<file path="config.mk">
export PLATFORM = sky130hd
export DESIGN_NAME = round_controller
export DESIGN_NICKNAME = d
export VERILOG_FILES = /design/src/rtl/round_controller.sv
export SDC_FILE = /design/constraint.sdc
export NUM_CORES = 1
export LEC_CHECK = 0
export ABC_AREA = 1
export CAP_MARGIN = 30
export CORE_UTILIZATION = 53
export DETAILED_ROUTE_END_ITERATION = 16
export GPL_TIMING_DRIVEN = 0
export HOLD_SLACK_MARGIN = 0.15
export PLACE_DENSITY = 0.79
export SETUP_SLACK_MARGIN = 0.05
export SYNTH_ARGS = -nofsm -noshare
export SYNTH_HDL_FRONTEND = slang
export SYNTH_SLANG_ARGS = --single-unit
</file>
<file path="constraint.sdc">
create_clock -name clk -period 4.5 [get_ports clk]
set_input_delay 1.125 -clock clk [delete_from_list [all_inputs] [get_ports clk]]
set_output_delay 1.125 -clock clk [all_outputs]
set_load 0.005 [all_outputs]
</file>
<file path="src/rtl/round_controller.sv">
// Game round sequencer: ready countdown, play, serve delay, pause and game over,
// plus the round's M:SS BCD countdown driven by a frame-rate one-second tick.
module round_controller #(
   parameter int unsigned FRAMES_PER_SEC = 60,
   parameter int unsigned ROUND_MIN      = 2,
   parameter int unsigned READY_SECS     = 3,
   parameter int unsigned WIN_SCORE      = 7
) (
   input  logic            clk,
   input  logic            reset,
   input  logic            start_i,
   input  logic            pause_i,
   input  logic            point_i,
   input  logic [3:0]      score_l,
   input  logic [3:0]      score_r,
   output logic [2:0]      phase,
   output logic            play_en,
   output logic            serve_o,
   output logic            clear_scores,
   output logic [2:0][3:0] time_left,
   output logic [3:0]      ready_digit,
   output logic            game_over,
   output logic [1:0]      winner
);

   typedef enum logic [2:0] {
      IDLE       = 3'd0,
      READY      = 3'd1,
      PLAY       = 3'd2,
      SERVE_WAIT = 3'd3,
      PAUSED     = 3'd4,
      OVER       = 3'd5
   } state_t;

   localparam logic [7:0] LAST_FRAME = 8'(FRAMES_PER_SEC - 1);
   localparam logic [3:0] MIN_INIT   = 4'(ROUND_MIN);
   localparam logic [3:0] READY_INIT = 4'(READY_SECS);
   localparam logic [3:0] WIN        = 4'(WIN_SCORE);

   state_t          state;
   state_t          resume_state;
   logic [7:0]      frame_cnt;
   logic            counting;
   logic            tick;
   logic            clock_run;
   logic [2:0][3:0] time_dec;
   logic            time_zero;
   logic            score_end;
   logic [1:0]      win_code;

   assign phase = state;

   always_comb begin
      counting  = (state == READY) || (state == PLAY) || (state == SERVE_WAIT);
      tick      = counting && (frame_cnt == LAST_FRAME);
      clock_run = tick && ((state == PLAY) || (state == SERVE_WAIT));
      time_dec  = time_left;
      if (time_left[0] != 4'd0) begin
         time_dec[0] = time_left[0] - 4'd1;
      end else if (time_left[1] != 4'd0) begin
         time_dec[1] = time_left[1] - 4'd1;
         time_dec[0] = 4'd9;
      end else if (time_left[2] != 4'd0) begin
         time_dec[2] = time_left[2] - 4'd1;
         time_dec[1] = 4'd5;
         time_dec[0] = 4'd9;
      end
      time_zero = (time_dec == '0);
      score_end = (score_l >= WIN) || (score_r >= WIN);
      if (score_l > score_r)      win_code = 2'b01;
      else if (score_r > score_l) win_code = 2'b10;
      else                        win_code = 2'b11;
   end

   always_ff @(posedge clk) begin
      if (!reset) begin
         state        <= IDLE;
         resume_state <= PLAY;
         frame_cnt    <= '0;
         time_left    <= {MIN_INIT, 8'd0};
         ready_digit  <= '0;
         play_en      <= 1'b0;
         serve_o      <= 1'b0;
         clear_scores <= 1'b0;
         game_over    <= 1'b0;
         winner       <= '0;
      end else begin
         serve_o      <= 1'b0;
         clear_scores <= 1'b0;
         if (counting) frame_cnt <= tick ? '0 : frame_cnt + 8'd1;
         if (clock_run) time_left <= time_dec;

         // Later assignments below override the free-running defaults above.
         case (state)
            IDLE, OVER: begin
               if (start_i) begin
                  state        <= READY;
                  clear_scores <= 1'b1;
                  time_left    <= {MIN_INIT, 8'd0};
                  ready_digit  <= READY_INIT;
                  frame_cnt    <= '0;
                  game_over    <= 1'b0;
                  winner       <= '0;
                  play_en      <= 1'b0;
               end
            end
            READY: begin
               if (tick) begin
                  if (ready_digit == 4'd1) begin
                     state       <= PLAY;
                     ready_digit <= '0;
                     serve_o     <= 1'b1;
                     play_en     <= 1'b1;
                  end else begin
                     ready_digit <= ready_digit - 4'd1;
                  end
               end
            end
            PLAY, SERVE_WAIT: begin
               if (score_end || (tick && time_zero)) begin
                  state     <= OVER;
                  play_en   <= 1'b0;
                  game_over <= 1'b1;
                  winner    <= win_code;
               end else if (point_i) begin
                  state     <= SERVE_WAIT;
                  play_en   <= 1'b0;
                  frame_cnt <= '0;
               end else if ((state == SERVE_WAIT) && tick) begin
                  state   <= PLAY;
                  play_en <= 1'b1;
                  serve_o <= 1'b1;
               end else if (pause_i) begin
                  resume_state <= state;
                  state        <= PAUSED;
                  play_en      <= 1'b0;
               end
            end
            PAUSED: begin
               if (pause_i) begin
                  state   <= resume_state;
                  play_en <= (resume_state == PLAY);
               end
            end
            default: begin
               state   <= IDLE;
               play_en <= 1'b0;
            end
         endcase
      end
   end

endmodule

</file>
## Yosys cells after proc, flatten, opt, wreduce, memory -nomap -nowiden

Index checks and enable logic that the tools add are counted.

- $add $sub $neg: 5
- Magnitude comparators: 4
- Equality and inequality tests: 14
- Mux-type cells: 50
- Bitwise gates (word level): 3
- Reductions and logical operators: 23

Operators with widths:

| kind | count |
|---|---|
| 2-to-1 mux 8 bit | 7 |
| 2-to-1 mux 12 bit | 4 |
| 2-to-1 mux 3 bit | 8 |
| 2-to-1 mux 4 bit | 5 |
| 2-to-1 mux 1 bit | 16 |
| case mux 8 bit (2 select lines) | 1 |
| subtractor 4 x 1 -> 4 bit (second input constant) | 4 |
| zero test 12 bit | 1 |
| case mux 3 bit (4 select lines) | 1 |
| nonzero test 4 bit | 3 |
| AND reduction 5 bit | 2 |
| == test 3 x 2 -> 1 bit (second input constant) | 3 |
| adder 8 x 1 -> 8 bit (second input constant) | 1 |
| == test 8 x 6 -> 1 bit (second input constant) | 1 |
| >= comparator 4 x 3 -> 1 bit (second input constant) | 2 |
| > comparator 4 bit | 2 |
| inequality test 2 bit (second input constant) | 4 |
| case mux 4 bit (2 select lines) | 1 |
| == test 3 bit (second input constant) | 2 |
| 2-to-1 mux 2 bit | 3 |
| AND reduction 3 bit | 2 |
| logical OR 1 bit | 5 |
| inequality test 5 bit (second input constant) | 1 |
| == test 4 x 1 -> 1 bit (second input constant) | 1 |
| other kinds (11) | 19 |

- Register bits: 36
- Input bits: 13
- Output and inout bits: 25
- Logic and storage cells: 111

## Longest topological paths before layout

Gate-level depths: netlist of the first run.

- Depth in word-level cells: 9
- Depth in mapped cells: 16

## Least setup slack after synthesis of the first run

Ideal clock, no wire load.

- Path type: input-to-reg
- Start: input port score_l[3]
- End: register frame_cnt[4]
- Setup time: 0.119 ns
- Data arrival time: 2.184 ns
- Data required time: 4.381 ns
- Setup slack: 2.197 ns
- Stages: 8
- Path buffers: 0
- Cell sequence: inv_1 o21ai_0 a311oi_2 nand2_4 o21ai_1 nand2_2 nand2_4 nor2_2

- Longest elaborated chain between the ends: 5

Ends and longest elaborated chain:

| what | line | RTL |
|---|---|---|
| start: declaration | 14 | `input logic [3:0] score_l,` |
| >= comparator 4 x 3 -> 1 bit | 69 | `score_end = (score_l >= WIN) \|\| (score_r >= WIN);` |
| logical OR 1 bit | 69 |  |
| logical OR 1 bit | 120 | `if (score_end \|\| (tick && time_zero)) begin` |
| 2-to-1 mux 8 bit | 120 |  |
| case mux 8 bit (2 select lines) | 94 | `case (state)` |
| end signal: assignment | 90 | `if (counting) frame_cnt <= tick ? '0 : frame_cnt + 8'd1;` |
| end: declaration | 42 | `logic [7:0] frame_cnt;` |

No other way between the ends.
A chain may end at the register's enable or synchronous reset.

## Final worst setup path of the first run

- Start: input port score_l[0]
- End: register frame_cnt[4]

The elaborated chain is that of the path after synthesis.

==> results.md, run 1 <==
* Worst-path clk slew at 70 ps
* Root Driver: clkbuf_8
* Vias in the first global route at 2,072
* Antenna violations before repair at 0
* Vias at 2,279
* Clock skew after layout at ~11 ps
* Clock tree buffer depth at 2
* H-tree level count at 2
* CP arrival at 2830 ps
* Die area at 4620 um^2
* ANT nets after route at 0
* Crit path max fanout at 7
* Post-synth net total at 366
* Commonest non-fill, non-tap cells in the layout: 73 x nand2_1, 47 x inv_1, 37 x clkdlybuf4s50_1, 36 x dfxtp_1, 33 x nor2_1
* Fillers at 371
* Antenna diode count at 0
* # hold bufs at CTS at 0
* Core Region at slightly above 4000 um^2
* Yosys reg bits at 36
* Finish-stage setup viols at 0
* Relative slew slack at 0.610
* Largest net degree at the start of global routing at 11
* Worst setup path category: input pin to flop
* Fin crit period at 2650 ps
* Worst EP required at between 4000 and 5000 ps
* Skew-Pair Late Insertion Delay at 290 ps
* Global-route total usage across every layer at 0.248
* Fmax at 0.377 GHz
* Yosys warning total at 0
* P_leak at 1.22 nW
* Max-cap violations at 0
* # port buffers at 37
* Drt pass-1 iters at 4
* Drt drc at 0
* Total Power at 0.951 mW
* Worst path max stage delay at 510 ps
* Syn_area_per_cell at 6.74 um^2
* Seq/Total Area, Yosys at 0.313
* Slew Limit Fails at 0
* CTS sink count at 36
* FF+latch area at 721 um^2
* First-pass GRT wire length at 8630 um
* Pwr Density at 338 nW/um^2
* CTS tree: built
* Area delta synth->final at 22.1%
* # nets final at 410
* Final hold violation count at 0
* Die Ht at 68.0 um
* Synthesized area at 2310 um^2
* Post-CTS Setup Inserts at 0
* Multi-input combinational cell area at 1360 um^2
* Placed standard-cell area at 2740 um^2
* Period utilization at 0.590
* Synth cell types at 36
* Hold Path Class: flop to flop
* Initial DRC count at 89
* Worst Tran Pin Value at a little under 600 ps
* DP Wirelength at ~4000 um
* DR vias/cell at 5.23
* Grt ovf at 0
* Setup TNS at 0 ps
* RSZ-0062 raised after global routing: no
* CP endpoint kind: flop
* Io pins at 38
* Starting Density at 0.564
* Final non-filler cell area at 2820 um^2
* Row cnt at 23
* Critical path's slowest cell: a311oi_2
* Crit-path most repeated cell: nand2_4
* Final design utilization at 0.689
* Layout cells sized above 1 at 0.109
* RePlAce Congestion at 0.896
* Final wirelength at 5210 um
* Avg WL per Cell at 12.0 um
* Width of the die at 68.0 um
* Status: completed
* Post-CTS Resized at 0
* Synth Instances at 342
* Setup crit start kind: input pin
* Most common cell after layout, fill and taps aside: nand2_1
* Worst vdd ir at 257 uV
* CTS Buf Count at 5
* Worst path cell trace: clkdlybuf4s50_1 -> nand2_1 -> o21ai_0 -> a311oi_2 -> nand2_4 -> o21ai_1 -> nand2_2 -> nand2_4 -> nor2_2
critical path: cells and delay by family:
| family | cells | cell delay, ps |
|---|---|---|
| AOI/OAI and AO/OA | 3 | 790 |
| buffers and inverters | 1 | 420 |
| and+or+nand+nor | 5 | 500 |
Yosys cell counts, drive strengths merged:
cell type  instances  area (um^2)
dfxtp             36          721
o21bai             2         15.0
nor2              49          253
a311oi             1         15.0
o21a               1         7.51
xnor2              1         8.76
and3               2         12.5
nand2             79          327
a211oi             1         7.51
a21oi             28          140
nor3              10         55.1
buf                2         10.0
or2                2         15.0
ha                11          138
o211ai             1         7.51
xor2               3         26.3
clkbuf             2         7.51
nand4              6         37.5
inv               52          198
nand3             23          150
a31oi              2         12.5
mux2i              1         10.0
o21ai             25          125
clkinv             2         7.51
report_power, final:
group	total [mW]	switching, mW	internal, mW
Clock	0.222	0.117	0.105
Combinational	0.349	0.209	0.140
Sequential	0.379	0.0304	0.349
path summary, 6_finish.rpt:
| kind | from | endpoint | slack (ps) | cells after the start |
|---|---|---|---|---|
| setup / recovery | score_l[0] | frame_cnt[4]$_SDFF_PN0_ | 1850 | 9 |
| hold / removal | resume_state[2]$_SDFFE_PN0P_ | resume_state[2]$_SDFFE_PN0P_ | 460 | 2 |
| setup reg to reg | time_left[8]$_SDFF_PN0_ | frame_cnt[4]$_SDFF_PN0_ | 2280 | 14 |
| hold reg to reg | resume_state[2]$_SDFFE_PN0P_ | resume_state[2]$_SDFFE_PN0P_ | 460 | 2 |
registers in the layout, indices dropped and copies added, names as in the netlist, 2 cells and up:
name	flops
winner	2
phase	3
frame_cnt	8
time_left	12
ready_digit	4
resume_state	3
kinds of logic (layout without fill, tap and decap cells):
| logic type | Yosys count | count (layout) | synth area share |
|---|---|---|---|
| AO/OA/AOI/OAI | 61 | 61 | 0.143 |
| XOR/XNOR | 4 | 4 | 0.0152 |
| adder cells (fa/ha/maj) | 11 | 11 | 0.0597 |
| buffers and inverters | 58 | 102 | 0.0966 |
| flip-flops | 36 | 36 | 0.313 |
| multiplexers | 1 | 1 | 0.00434 |
| AND/OR/NAND/NOR | 171 | 171 | 0.368 |
stage by stage:
step                      std cells  hold slack [ps]  worst slack [ps]
after floorplan                 342              429              2200
after detailed placement        429              452              1550
after global placement          429              448              1590
after global routing            436              476              1690
after CTS                       436              462              1860
final                           436              460              1850
final cells by class:
type                       count  area share
multi-input combinational    248       0.484
buffer                         4     0.00622
clock inverter                 1     0.00178
inverter                      54      0.0729
clock buffer                   6      0.0258
tap                           50      0.0222
timing repair buffer          37       0.131
sequential                    36       0.256
metal layers:
layer / global-route usage / part of all wire / up-vias
met5: 0 / 0 / -
met2: 0.433 / 0.48 / 53
met3: 0.0517 / 0.038 / 8
met4: 0.0833 / 0.012 / 0
li1: - / - / 1202
met1: 0.298 / 0.47 / 1016
Power figures use the tool's default switching activity.
==> run 2: changes to the inputs <==
Settings changed: CORE_UTILIZATION 53 to 48, PLACE_DENSITY 0.79 to 0.76.
Clock period 4.5 ns to 2.2 ns, I/O delays scaled along.
==> results.md, run 2 (synthesis gave the netlist of run 1 again) <==
* Status: finished with violations (was completed)
* Violated checks: design-rule violations
* H-tree level count at 2 (unchanged)
* DP Wirelength at 3920 um (was 4000 um)
* Worst Tran Pin Value at 511 ps (was 585 ps)
* Layout cells sized above 1 at 0.214 (was 0.109)
* Starting Density at 0.515 (was 0.564)
* CP arrival at 2290 ps (was 2830 ps)
* Root Driver: clkbuf_8 (unchanged)
* Final hold violation count at 0 (unchanged)
* Drt pass-1 iters at 11 (was 4)
* Area delta synth->final at 35.8% (was 22.1%)
* Fin crit period at 2050 ps
* Vias in the first global route at 2,158 (was 2,072)
* Place WS at -167 ps (was 1550 ps)
* Relative slew slack at 0.657 (was 0.610)
* Pwr Density at 698 nW/um^2 (was 338 nW/um^2)
* First-pass GRT wire length at 9570 um (was 8630 um)
* Hold Path Class: flop to flop (unchanged)
* Die area at 5090 um^2 (was 4620 um^2)
* Die Ht at 71.3 um (was 68.0 um)
* ANT nets after route at 0 (unchanged)
* Clock tree buffer depth at 2 (unchanged)
* Io pins at 38 (unchanged)
* Grt ovf at 0 (unchanged)
* Worst setup path category: flop to flop (was input pin to flop)
* Antenna violations before repair at 0 (unchanged)
* # port buffers at 37 (unchanged)
* Initial DRC count at 107 (was 89)
* Finish-stage setup viols at 0 (unchanged)
* Crit path max fanout at 7 (unchanged)
* Final wirelength at 5840 um (was 5210 um)
* # hold bufs at CTS at 0 (unchanged)
* Commonest non-fill, non-tap cells in the layout: 69 x nand2_1, 41 x inv_1, 37 x clkdlybuf4s50_1, 30 x dfxtp_1, 29 x nor2_1 (was 73 x nand2_1, 47 x inv_1, 37 x clkdlybuf4s50_1, 36 x dfxtp_1, 33 x nor2_1)
* P_leak at 1.33 nW (was 1.22 nW)
* # nets final at 424 (was 410)
* R2R depth at 16 (was 14)
* Drt drc at 1 (was 0)
* Largest regs: time_left x12, frame_cnt x8, ready_digit x4 (unchanged)
* Reg2Reg Setup Slack at 150 ps (was 2280 ps)
* Most common cell after layout, fill and taps aside: nand2_1 (unchanged)
* CTS Buf Count at 5 (unchanged)
* Global-route total usage across every layer at 0.236 (was 0.248)
* Clock skew after layout at 5.07 ps (was 11.0 ps)
* Worst EP required at 2440 ps (was 4680 ps)
* Width of the die at 71.3 um (was 68.0 um)
* Setup crit start kind: flop (was input pin)
* Hold path cells at 2 (unchanged)
* Slew Limit Fails at 0 (unchanged)
* Max-cap violations at 0 (unchanged)
* Antenna diode count at 0 (unchanged)
* Top reg by flops: time_left (unchanged)
* CTS tree: built (unchanged)
* Fmax at just under 0.5 GHz
* CP endpoint kind: flop (unchanged)
* WHS at 453 ps (was 460 ps)
* CTS sink count at 36 (unchanged)
* Row cnt at 24 (was 23)
* RePlAce Congestion at 0.860 (was 0.896)
* Max reg flops at 12 (unchanged)
* Worst vdd ir at 571 uV (was 257 uV)
* DR vias/cell at 5.27 (was 5.23)
* Largest net degree at the start of global routing at 12 (was 11)
* Vias at 2,389 (was 2,279)
* Avg WL per Cell at 12.9 um (was 12.0 um)
* Worst-path clk slew at 80 ps (was 70 ps)
* Setup WS post-layout at 146 ps (was 1850 ps)
* Period utilization at 0.933
* Core Region at 4470 um^2 (was 4090 um^2)
* Skew-Pair Late Insertion Delay at 290 ps (about the same)
run 2: cell count changes in the layout (fill, tap and decap cells not counted), sizes merged:
cell	before	now
clkbuf	8	9
buf	2	16
inv	52	53
bufinv	0	1
clkinv	3	1
run 2: what timing repair did:
action	CTS	global route
setup endpoints to repair	16	29
buffers inserted	1	13
gates resized for setup	5	42
pin swaps	1	16
run 2: worst max-delay path: stages (launching register included):
cell and delay [ps]:
dfxtp_4 360, inv_4 60, ha_4 150, nand2_2 70
nor2_2 160, nand2_2 80, nand2_1 90, nand2_1 70
inv_1 80, nand2_1 110, nor2_4 140, nand3_4 120
nand2_4 110, o21ai_2 60, nand2_2 100, nand2_4 110
nor2_2 110
run 2: through the flow:
step | power [mW] | util | std cells | area (um^2) | TNS [ps]
floorplan | 1.26 | - | 342 | 2310 | 0
global placement | 1.48 | 0.613 | 431 | 2740 | -1830
global route | 2.33 | 0.700 | 453 | 3130 | -2.57
CTS | 2.15 | 0.649 | 440 | 2900 | 0
detailed placement | 1.49 | 0.613 | 431 | 2740 | -2090
finish | 2.19 | 0.700 | 453 | 3130 | 0
run 2: path summary, 6_finish.rpt:
| path | from | end |
|---|---|---|
| min reg2reg | resume_state[2]$_SDFFE_PN0P_ | resume_state[2]$_SDFFE_PN0P_ |
| max | time_left[8]$_SDFF_PN0_ | frame_cnt[7]$_SDFF_PN0_ |
| max reg2reg | time_left[8]$_SDFF_PN0_ | frame_cnt[7]$_SDFF_PN0_ |
| min | resume_state[2]$_SDFFE_PN0P_ | resume_state[2]$_SDFFE_PN0P_ |
run 2: final cells by class:
| class | count | area (um^2) |
|---|---|---|
| multi-input cells | 248 | 1500 |
| fillers | 374 | 1340 |
| flip-flops and latches | 36 | 736 |
| repair buffers | 51 | 475 |
| inverters | 54 | 215 |
| clock buffers | 7 | 96.3 |
| well taps | 52 | 65.1 |
| clock inverters | 1 | 30.0 |
| plain buffers | 4 | 17.5 |
run 2: per-layer routing:
metal | share of wire | track usage | vias up
met5 | 0 | 0 | -
met4 | 0.013 | 0.0644 | 0
met3 | 0.051 | 0.0422 | 9
met2 | 0.50 | 0.387 | 76
met1 | 0.44 | 0.319 | 1081
li1 | - | - | 1223
run 2: where the power goes:
part           leakage (nW)  internal [mW]  switching (mW)
Combinational         0.970          0.319           0.440
Sequential            0.295          0.711          0.0598
Clock                0.0645          0.400           0.255
Total                  1.33           1.43           0.754
==> run 3: changes to the inputs <==
Settings changed: PLACE_DENSITY 0.76 to 0.85.
==> results.md, run 3 (synthesis gave the netlist of run 1 again) <==
* Max-cap violations at 0 (unchanged)
* Setup WS post-layout at 92.8 ps (was 146 ps)
* Top reg by flops: time_left (unchanged)
* Finish-stage setup viols at 0 (unchanged)
* Met2 WL post-DR at 2710 um (was 2920 um)
* Die area at 5090 um^2 (unchanged)
* Fin crit period at 2110 ps (was 2050 ps)
* Status: finished with violations (unchanged)
* WHS at 460 ps (was 453 ps)
* Worst EP required at 2380 ps (was 2440 ps)
* Reg2Reg Setup Slack at 120 ps (was 150 ps)
* CTS Buf Count at 5 (unchanged)
* Worst vdd ir at 538 uV (was 571 uV)
* # nets final at 415 (was 424)
* Net Sw Frac at 0.362 (was 0.345)
* Violated checks: design-rule violations (unchanged)
* DP Wirelength at 3800 um (was 3920 um)
* FF+latch area at 727 um^2 (was 736 um^2)
* NetSw at 0.744 mW (was 0.754 mW)
* Worst Tran Pin Value at 423 ps (was 511 ps)
* First-pass GRT wire length at 8520 um (was 9570 um)
* Global-route total usage across every layer at 0.209 (was 0.236)
* Final wirelength at 5530 um (was 5840 um)
* RePlAce Congestion at 0.894 (was 0.860)
* M1 WL at 2490 um (was 2550 um)
* Skew-Pair Late Insertion Delay at 290 ps (about the same)
* Pwr Density at 692 nW/um^2 (was 698 nW/um^2)
* CTS tree: built (unchanged)
* Grt ovf at 0 (unchanged)
* Setup TNS at 0 ps (unchanged)
* Root Driver: clkbuf_8 (unchanged)
* Period utilization at 0.958 (was 0.933)
* Clock tree buffer depth at 2 (unchanged)
* # hold bufs at CTS at 0 (unchanged)
* Clk pwr share at 0.250 (was 0.300)
* Most common cell after layout, fill and taps aside: nand2_1 (unchanged)
* DR vias/cell at 5.29 (was 5.27)
* CP endpoint kind: flop (unchanged)
* Placed cell count at 431 (unchanged)
* Final hold violation count at 0 (unchanged)
* Crit path max fanout at 7 (unchanged)
* Die Ht at 71.3 um (unchanged)
* Multi-input combinational cell area at 1450 um^2 (was 1500 um^2)
* Antenna violations before repair at 0 (unchanged)
* Row cnt at 24 (unchanged)
* Largest regs: time_left x12, frame_cnt x8, ready_digit x4 (unchanged)
* Sequential share of power at 0.376 (was 0.353)
* Total Power at 2.06 mW (was 2.19 mW)
* Fillers at 378 (was 374)
* Vias at 2,345 (was 2,389)
* Fmax at 0.475 GHz (was 0.487 GHz)
* Width of the die at 71.3 um (unchanged)
* Starting Density at 0.515 (unchanged)
* Comb pwr share at 0.374 (was 0.347)
* Place WS at -135 ps (was -167 ps)
* Relative slew slack at 0.718 (was 0.657)
* Max reg flops at 12 (unchanged)
* Placed standard-cell area at 2740 um^2 (unchanged)
* Top Metal Used: met4 (unchanged)
* Core Region at 4470 um^2 (unchanged)
* Final design utilization at 0.664 (was 0.700)
* P_leak at 1.27 nW (was 1.33 nW)
* Final non-filler cell area at 2970 um^2 (was 3130 um^2)
* Commonest non-fill, non-tap cells in the layout: 71 x nand2_1, 41 x inv_1, 37 x clkdlybuf4s50_1, 31 x nor2_1, 31 x dfxtp_1 (was 69 x nand2_1, 41 x inv_1, 37 x clkdlybuf4s50_1, 30 x dfxtp_1, 29 x nor2_1)
* WL met3 at 297 um (was 299 um)
* Largest net degree at the start of global routing at 11 (was 12)
* Initial DRC count at 182 (was 107)
* Drt pass-1 iters at 10 (was 11)
* H-tree level count at 2 (unchanged)
* RSZ-0062 raised after global routing: yes
* Setup crit start kind: input pin (was flop)
* Antenna diode count at 0 (unchanged)
* Slew Limit Fails at 0 (unchanged)
* Avg WL per Cell at 12.5 um (was 12.9 um)
* Hold Path Class: flop to flop (unchanged)
* Drt drc at 1 (unchanged)
* Worst setup path category: input pin to flop (was flop to flop)
* Io pins at 38 (unchanged)
* Area delta synth->final at 28.8% (was 35.8%)
* # port buffers at 37 (unchanged)
* Layout cells sized above 1 at 0.182 (was 0.214)
* ANT nets after route at 0 (unchanged)
* Clock skew after layout at 7.43 ps (was 5.07 ps)
* Vias in the first global route at 2,010 (was 2,158)
* Fin cells at 443 (was 453)
* Int Pwr at 1.31 mW (was 1.43 mW)
* CTS sink count at 36 (unchanged)
* CP arrival at 2280 ps (was 2290 ps)
* Worst-path clk slew at 70 ps (was 80 ps)
==> run 3: cell types whose count changed in the layout (fill, tap and decap cells not counted), sizes merged <==
cell | previous run | this run
inv | 53 | 52
clkbuf | 9 | 8
clkinv | 1 | 2
buf | 16 | 8
bufinv | 1 | 0
==> run 3: metal layers <==
layer / up-vias / track usage
li1: 1209 / -
met3: 5 / 0.0478
met4: 0 / 0.0600
met5: - / 0
met1: 1067 / 0.262
met2: 64 / 0.359
==> run 3: final cells by class <==
type	count	share of cell area
buffer	3	0.00463
clock buffer	7	0.0324
inverter	54	0.0691
multi-input combinational	248	0.487
sequential	36	0.245
tap	52	0.0219
timing repair buffer	43	0.140
==> run 3: what timing repair did <==
item	CTS	global route
buffers inserted	0	6
gates resized for setup	4	24
pin swaps	1	10
gates cloned	0	0
endpoints found under the setup margin	10	29
==> run 3: worst paths after layout <==
| kind | end | from | cells after the start |
|---|---|---|---|
| hold / removal | resume_state[2]$_SDFFE_PN0P_ | resume_state[2]$_SDFFE_PN0P_ | 2 |
| setup / recovery | frame_cnt[6]$_SDFF_PN0_ | score_l[0] | 10 |
| hold reg to reg | resume_state[2]$_SDFFE_PN0P_ | resume_state[2]$_SDFFE_PN0P_ | 2 |
| setup reg to reg | phase[2]$_SDFFE_PN0P_ | frame_cnt[0]$_SDFF_PN0_ | 13 |
==> run 3: power by group through the flow <==
stage | sequential [mW] | clock, mW | combinational [mW]
4_1_cts | 0.771 | 0.527 | 0.714
5_1_grt | 0.783 | 0.547 | 0.859
2_1_floorplan | 0.781 | 0 | 0.477
3_3_place_gp | 0.784 | 0 | 0.695
3_5_place_dp | 0.785 | 0 | 0.710
6_report | 0.772 | 0.515 | 0.768
==> run 3: critical path, cell delays in order <==
cell	delay [ps]
clkdlybuf4s50_1	420
nand2_1	80
o21ai_0	100
a311oi_2	420
buf_4	210
nand2_4	60
o21ai_1	150
nand2_2	90
nand2_4	140
nor2_2	40
